**src/rtl/icache_fetch_responder.sv**
```systemverilog
// Responder end of the fetch-side ICache interface: forwards 8-byte-aligned fetches to memory,
// returns 64-bit packets in order and drops packets that were in flight at a flush.
// Optional one-entry line buffer is enabled by defining FETCH_LINE_BUF_EN.
module icache_fetch_responder #(
    parameter int OUTSTANDING = 4
) (
    input  logic        clk,
    input  logic        reset,
    input  logic        flush,
    input  logic        icache_req,
    input  logic [31:0] icache_addr,
    output logic        icache_addr_ok,
    output logic        icache_data_ok,
    output logic [63:0] icache_rdata,
    output logic        mem_req,
    output logic [31:0] mem_addr,
    input  logic        mem_addr_ok,
    input  logic        mem_data_ok,
    input  logic [63:0] mem_rdata,
    input  logic        fetch_buf_inval
);

    localparam int CNT_W = $clog2(OUTSTANDING) + 1;

    typedef enum logic [1:0] {
        IDLE  = 2'd0,
        BUSY  = 2'd1,
        DRAIN = 2'd2
    } state_t;

    state_t             state_reg, state_next;
    logic [CNT_W-1:0]   out_cnt_reg, out_cnt_next;
    logic [CNT_W-1:0]   discard_cnt_reg, discard_cnt_next;
    logic               rsp_valid_reg, rsp_valid_next;
    logic [63:0]        rsp_data_reg, rsp_data_next;
    logic               full, mem_accept, mem_rsp, rsp_load, buf_hit;
    logic [63:0]        buf_rdata;
    logic [2:0]         unused_addr_lsb;

    assign unused_addr_lsb = icache_addr[2:0];

    assign full           = (out_cnt_reg == CNT_W'(OUTSTANDING));
    assign mem_req        = icache_req && !full && !flush && !buf_hit;
    assign mem_addr       = {icache_addr[31:3], 3'b000};
    assign mem_accept     = mem_req && mem_addr_ok;
    assign icache_addr_ok = mem_accept || buf_hit;

    // A data beat with nothing outstanding is a protocol error and is ignored entirely.
    assign mem_rsp  = mem_data_ok && (out_cnt_reg != '0);
    // The beat arriving in the flush cycle belongs to a cancelled fetch, so it is dropped too.
    assign rsp_load = mem_rsp && (discard_cnt_reg == '0) && !flush;

    assign icache_data_ok = rsp_valid_reg && !flush;
    assign icache_rdata   = rsp_data_reg;

    always_comb begin
        out_cnt_next = out_cnt_reg;
        if (mem_accept && !mem_rsp) begin
            out_cnt_next = out_cnt_reg + CNT_W'(1);
        end else if (!mem_accept && mem_rsp) begin
            out_cnt_next = out_cnt_reg - CNT_W'(1);
        end
    end

    // Recomputing from out_cnt on every flush avoids double counting a repeated flush.
    always_comb begin
        discard_cnt_next = discard_cnt_reg;
        if (flush) begin
            discard_cnt_next = out_cnt_reg - CNT_W'(mem_rsp);
        end else if (mem_rsp && (discard_cnt_reg != '0)) begin
            discard_cnt_next = discard_cnt_reg - CNT_W'(1);
        end
    end

    always_comb begin
        state_next = state_reg;
        case (state_reg)
            IDLE: begin
                if (out_cnt_next != '0) begin
                    state_next = BUSY;
                end
            end
            BUSY: begin
                if (discard_cnt_next != '0) begin
                    state_next = DRAIN;
                end else if (out_cnt_next == '0) begin
                    state_next = IDLE;
                end
            end
            DRAIN: begin
                if (discard_cnt_next == '0) begin
                    state_next = (out_cnt_next != '0) ? BUSY : IDLE;
                end
            end
            default: state_next = IDLE;
        endcase
    end

    always_comb begin
        rsp_valid_next = rsp_load || buf_hit;
        rsp_data_next  = rsp_data_reg;
        if (rsp_load) begin
            rsp_data_next = mem_rdata;
        end else if (buf_hit) begin
            rsp_data_next = buf_rdata;
        end
    end

    always_ff @(posedge clk) begin
        if (reset) begin
            state_reg       <= IDLE;
            out_cnt_reg     <= '0;
            discard_cnt_reg <= '0;
            rsp_valid_reg   <= 1'b0;
            rsp_data_reg    <= '0;
        end else begin
            state_reg       <= state_next;
            out_cnt_reg     <= out_cnt_next;
            discard_cnt_reg <= discard_cnt_next;
            rsp_valid_reg   <= rsp_valid_next;
            rsp_data_reg    <= rsp_data_next;
        end
    end

`ifdef FETCH_LINE_BUF_EN
    localparam int PTR_W = (OUTSTANDING > 1) ? $clog2(OUTSTANDING) : 1;

    logic [28:0]      tag_fifo [OUTSTANDING];
    logic [PTR_W-1:0] wr_ptr_reg, rd_ptr_reg;
    logic             buf_valid_reg;
    logic [28:0]      buf_tag_reg;
    logic [63:0]      buf_data_reg;

    function automatic logic [PTR_W-1:0] ptr_inc(input logic [PTR_W-1:0] ptr);
        return (ptr == PTR_W'(OUTSTANDING - 1)) ? '0 : ptr + PTR_W'(1);
    endfunction

    // Only an empty pipeline may be served from the buffer, so ordering is never disturbed.
    assign buf_hit   = icache_req && buf_valid_reg && (buf_tag_reg == icache_addr[31:3]) &&
                       (state_reg == IDLE) && !flush && !fetch_buf_inval;
    assign buf_rdata = buf_data_reg;

    always_ff @(posedge clk) begin
        if (mem_accept) begin
            tag_fifo[wr_ptr_reg] <= icache_addr[31:3];
        end
    end

    // Discarded beats still pop their tag so the FIFO stays aligned with memory order.
    always_ff @(posedge clk) begin
        if (reset) begin
            wr_ptr_reg    <= '0;
            rd_ptr_reg    <= '0;
            buf_valid_reg <= 1'b0;
            buf_tag_reg   <= '0;
            buf_data_reg  <= '0;
        end else begin
            if (mem_accept) begin
                wr_ptr_reg <= ptr_inc(wr_ptr_reg);
            end
            if (mem_rsp) begin
                rd_ptr_reg <= ptr_inc(rd_ptr_reg);
            end
            if (fetch_buf_inval) begin
                buf_valid_reg <= 1'b0;
            end else if (rsp_load) begin
                buf_valid_reg <= 1'b1;
                buf_tag_reg   <= tag_fifo[rd_ptr_reg];
                buf_data_reg  <= mem_rdata;
            end
        end
    end
`else
    logic unused_inval;

    assign buf_hit      = 1'b0;
    assign buf_rdata    = '0;
    assign unused_inval = fetch_buf_inval;
`endif

    always_ff @(posedge clk) begin
        if (!reset) begin
            assert (!(mem_data_ok && (out_cnt_reg == '0)))
                else $warning("icache_fetch_responder: mem_data_ok with no outstanding fetch ignored");
        end
    end

endmodule
```
**config.mk**
```make
export PLATFORM = sky130hd
export DESIGN_NAME = icache_fetch_responder
export DESIGN_NICKNAME = d
export VERILOG_FILES = /design/src/rtl/icache_fetch_responder.sv
export SDC_FILE = /design/constraint.sdc
export NUM_CORES = 1
export LEC_CHECK = 0
export CAP_MARGIN = 20
export CORE_MARGIN = 2
export CORE_UTILIZATION = 25
export DETAILED_ROUTE_END_ITERATION = 12
export PLACE_DENSITY = 0.57
export SLEW_MARGIN = 20
export SYNTH_ARGS = -nofsm -noshare
export SYNTH_HDL_FRONTEND = slang
export SYNTH_SLANG_ARGS = --single-unit
```
**constraint.sdc**
```tcl
create_clock -name clk -period 2.35 [get_ports clk]
set_input_delay 0.235 -clock clk [delete_from_list [all_inputs] [get_ports clk]]
set_output_delay 0.235 -clock clk [all_outputs]
set_load 0.005 [all_outputs]
```
==> impl_metrics.tcl <==
set metrics [dict create \
    status "completed" \
    worst_slack_ns 0.146 \
    final.period_utilization_pct 93.8 \
    fin_crit_ns 2.20 \
    max_freq_mhz 454 \
    cts_sinks 71 \
    hold_viol_final 0 \
    yosysWarningCount 0 \
    netlist.area_leader.share_pct 39.3 \
    drive_above_1_share_pct 7.97 \
    fillers 1407 \
    grt_antenna_before_repair 0 \
    htreeDepth 3 \
    grt_pass1_vias 2828 \
    tns_ns 0 \
    cts_tree "yes" \
    gp_congestion 0.781 \
    cp-end-kind "flip-flop" \
    drv_cap 0 \
    max-clock-path-buffers 2 \
    first_pass_iters 4 \
    drt_iter0_markers 75 \
    dieArea_mm2 0.0154 \
    cts-buffers-inserted 9 \
    netlist_area_mm2 0.00362 \
    synthToLayoutAreaGrowth_pct 46.6 \
    max_slew_margin_pct 63.1 \
    antenna_left 0 \
    core_mm2 0.0140 \
    rsz0062_at_grt "false" \
    dpl.hpwl_um 5970 \
    synth.distinct_cells 31 \
    whs_ns 0.384 \
    cts-root-buf "clkbuf_16" \
    diodes 0 \
    tightest_slew_ns 0.554 \
    leakage_nw 1.85 \
    die_h_um 124 \
    grt_max_degree 65 \
    report.final.slew_viol_count 0 \
    power_mw 4.10 \
    setup_violations 0 \
    nNetsFinal 581 \
    finish.utilization_pct 37.9 \
    vias_per_cell 4.14 \
    ys_top_cells_by_area "dfxtp_1 (39%), nand2b_1 (22%), mux2i_1 (18%), buf_4 (6.6%), buf_8 (2.5%)" \
    holdCritPathClass "input port to flip-flop" \
    overflow 0 \
    track_usage_pct 11.0 \
    critPathMaxFanout 2 \
    grt_pass1_wl_um 13900 \
    avgSynthCellArea_um2 9.88 \
    critPathRequiredTime_ns 2.61 \
    dp_slack_ns -0.220 \
    start_util_pct 25.8 \
    cts.reportedPaths.clkPinSlew_ns 0.05 \
    num_io_pins 202 \
    io_buffers 136 \
    powerDensity_mw_per_mm2 774 \
    wire_per_inst_um 12.6 \
    drt-total-wl_um 8290 \
    ir_drop_uv 421 \
    clk_latency_ns 0.33 \
    cp.arrival_ns 2.47 \
    skew_ns 0.00604 \
    ys_seq_elements 71 \
    crit_type "flip-flop to flip-flop" \
    drc 0 \
    hold_buffers 0 \
    vias 2723 \
    cp-start-kind "flip-flop" \
    yosysTopAreaCell "dfxtp_1" \
    largest_reg_flops 64 \
    die_x_um 124 \
    synthCells 366 \
    ys_seq_area_share_pct 39.3 \
    core.rowCount 43 \
]
worst max-delay path: stages, from the launching register on:
cell	delay, ns
dfxtp_2	0.32
inv_1	0.06
a311oi_2	0.29
and2_4	0.20
ha_1	0.16
inv_1	0.06
fa_2	0.33
xor2_1	0.16
or3_2	0.43
a21oi_2	0.14
area by class of cell:
class | instances | area (µm²) | share of cell area, %
tap | 180 | 225 | 4.25
clock buffer | 11 | 243 | 4.58
timing repair buffer | 148 | 1480 | 28.0
inverter | 9 | 33.8 | 0.637
multi-input combinational | 233 | 1790 | 33.7
clock inverter | 5 | 105 | 1.98
sequential | 71 | 1420 | 26.9
power breakdown:
part           switching [mW]  internal [mW]
Clock                   0.515           1.07
Sequential             0.0919           1.37
Combinational           0.422          0.635
worst paths after layout:
| kind | from | end | slack [ns] | cells after the start |
|---|---|---|---|---|
| max | out_cnt_reg[0] | out_cnt_reg[2] | 0.15 | 9 |
| min | reset | out_cnt_reg[0] | 0.38 | 2 |
| min reg2reg | icache_rdata[45] | icache_rdata[45] | 0.47 | 2 |
| max reg2reg | out_cnt_reg[0] | out_cnt_reg[2] | 0.15 | 9 |
cells in the final DEF (no fill, tap or decap), drive strengths merged, types with 2 or more instances in the layout:
master | netlist | routed
clkinvlp | 0 | 2
o31ai | 2 | 2
clkdlybuf4s50 | 0 | 135
or3 | 2 | 2
ha | 5 | 5
buf | 39 | 13
dfxtp | 71 | 71
xor2 | 2 | 2
clkbuf | 16 | 11
a21oi | 3 | 3
conb | 1 | 3
inv | 9 | 9
mux2i | 65 | 65
bufinv | 0 | 3
nor2 | 2 | 2
nor4 | 2 | 2
nor2b | 2 | 2
nor3 | 3 | 3
nand2b | 129 | 129
o31a | 2 | 2
through the flow:
step | cells | instance area, µm²
after floorplan | 368 | 3630
after global placement | 640 | 4940
after detailed placement | 640 | 4940
after CTS | 656 | 5290
after global routing | 657 | 5300
final | 657 | 5300
cell usage after synthesis, drive strengths merged:
library cell / number
nor3b: 1
or3: 2
a31oi: 1
o21ai: 1
o31ai: 2
nor3: 3
dfxtp: 71
o311ai: 1
nor4b: 1
and2: 1
a21boi: 1
nor4: 2
fa: 1
xnor2: 1
nor2: 2
a21oi: 3
ha: 5
inv: 9
nand4: 1
xor2: 2
clkbuf: 16
nor2b: 2
o31a: 2
mux2i: 65
nand2b: 129
buf: 39
conb: 1
a311oi: 1
cell families after synthesis:
logic type | count (synthesis) | synth area share [%]
AOI/OAI and AO/OA | 12 | 2.70
xor gates and xnor gates | 3 | 0.727
adders and majority gates | 6 | 2.28
buffers and inverters | 64 | 12.0
DFF | 71 | 39.3
muxes | 65 | 18.0
other | 1 | 0.104
and+or+nand+nor | 144 | 24.8
metal layers:
layer / global-route usage (%) / part of all wire (%) / vias up / wire length [µm]
met5: 0 / 0 / - / 0
met4: 3.70 / 0.99 / 0 / 82
met3: 5.07 / 7.1 / 12 / 588
met2: 17.8 / 49 / 96 / 4030
met1: 12.7 / 43 / 1252 / 3590
li1: - / - / 1363 / -
what timing repair did:
item,4_1_cts,5_1_grt
setup buffers,0,1
gates resized for setup,0,3
endpoints found under the setup margin,0,1
Note: power is estimated with default switching activity, not from simulation.
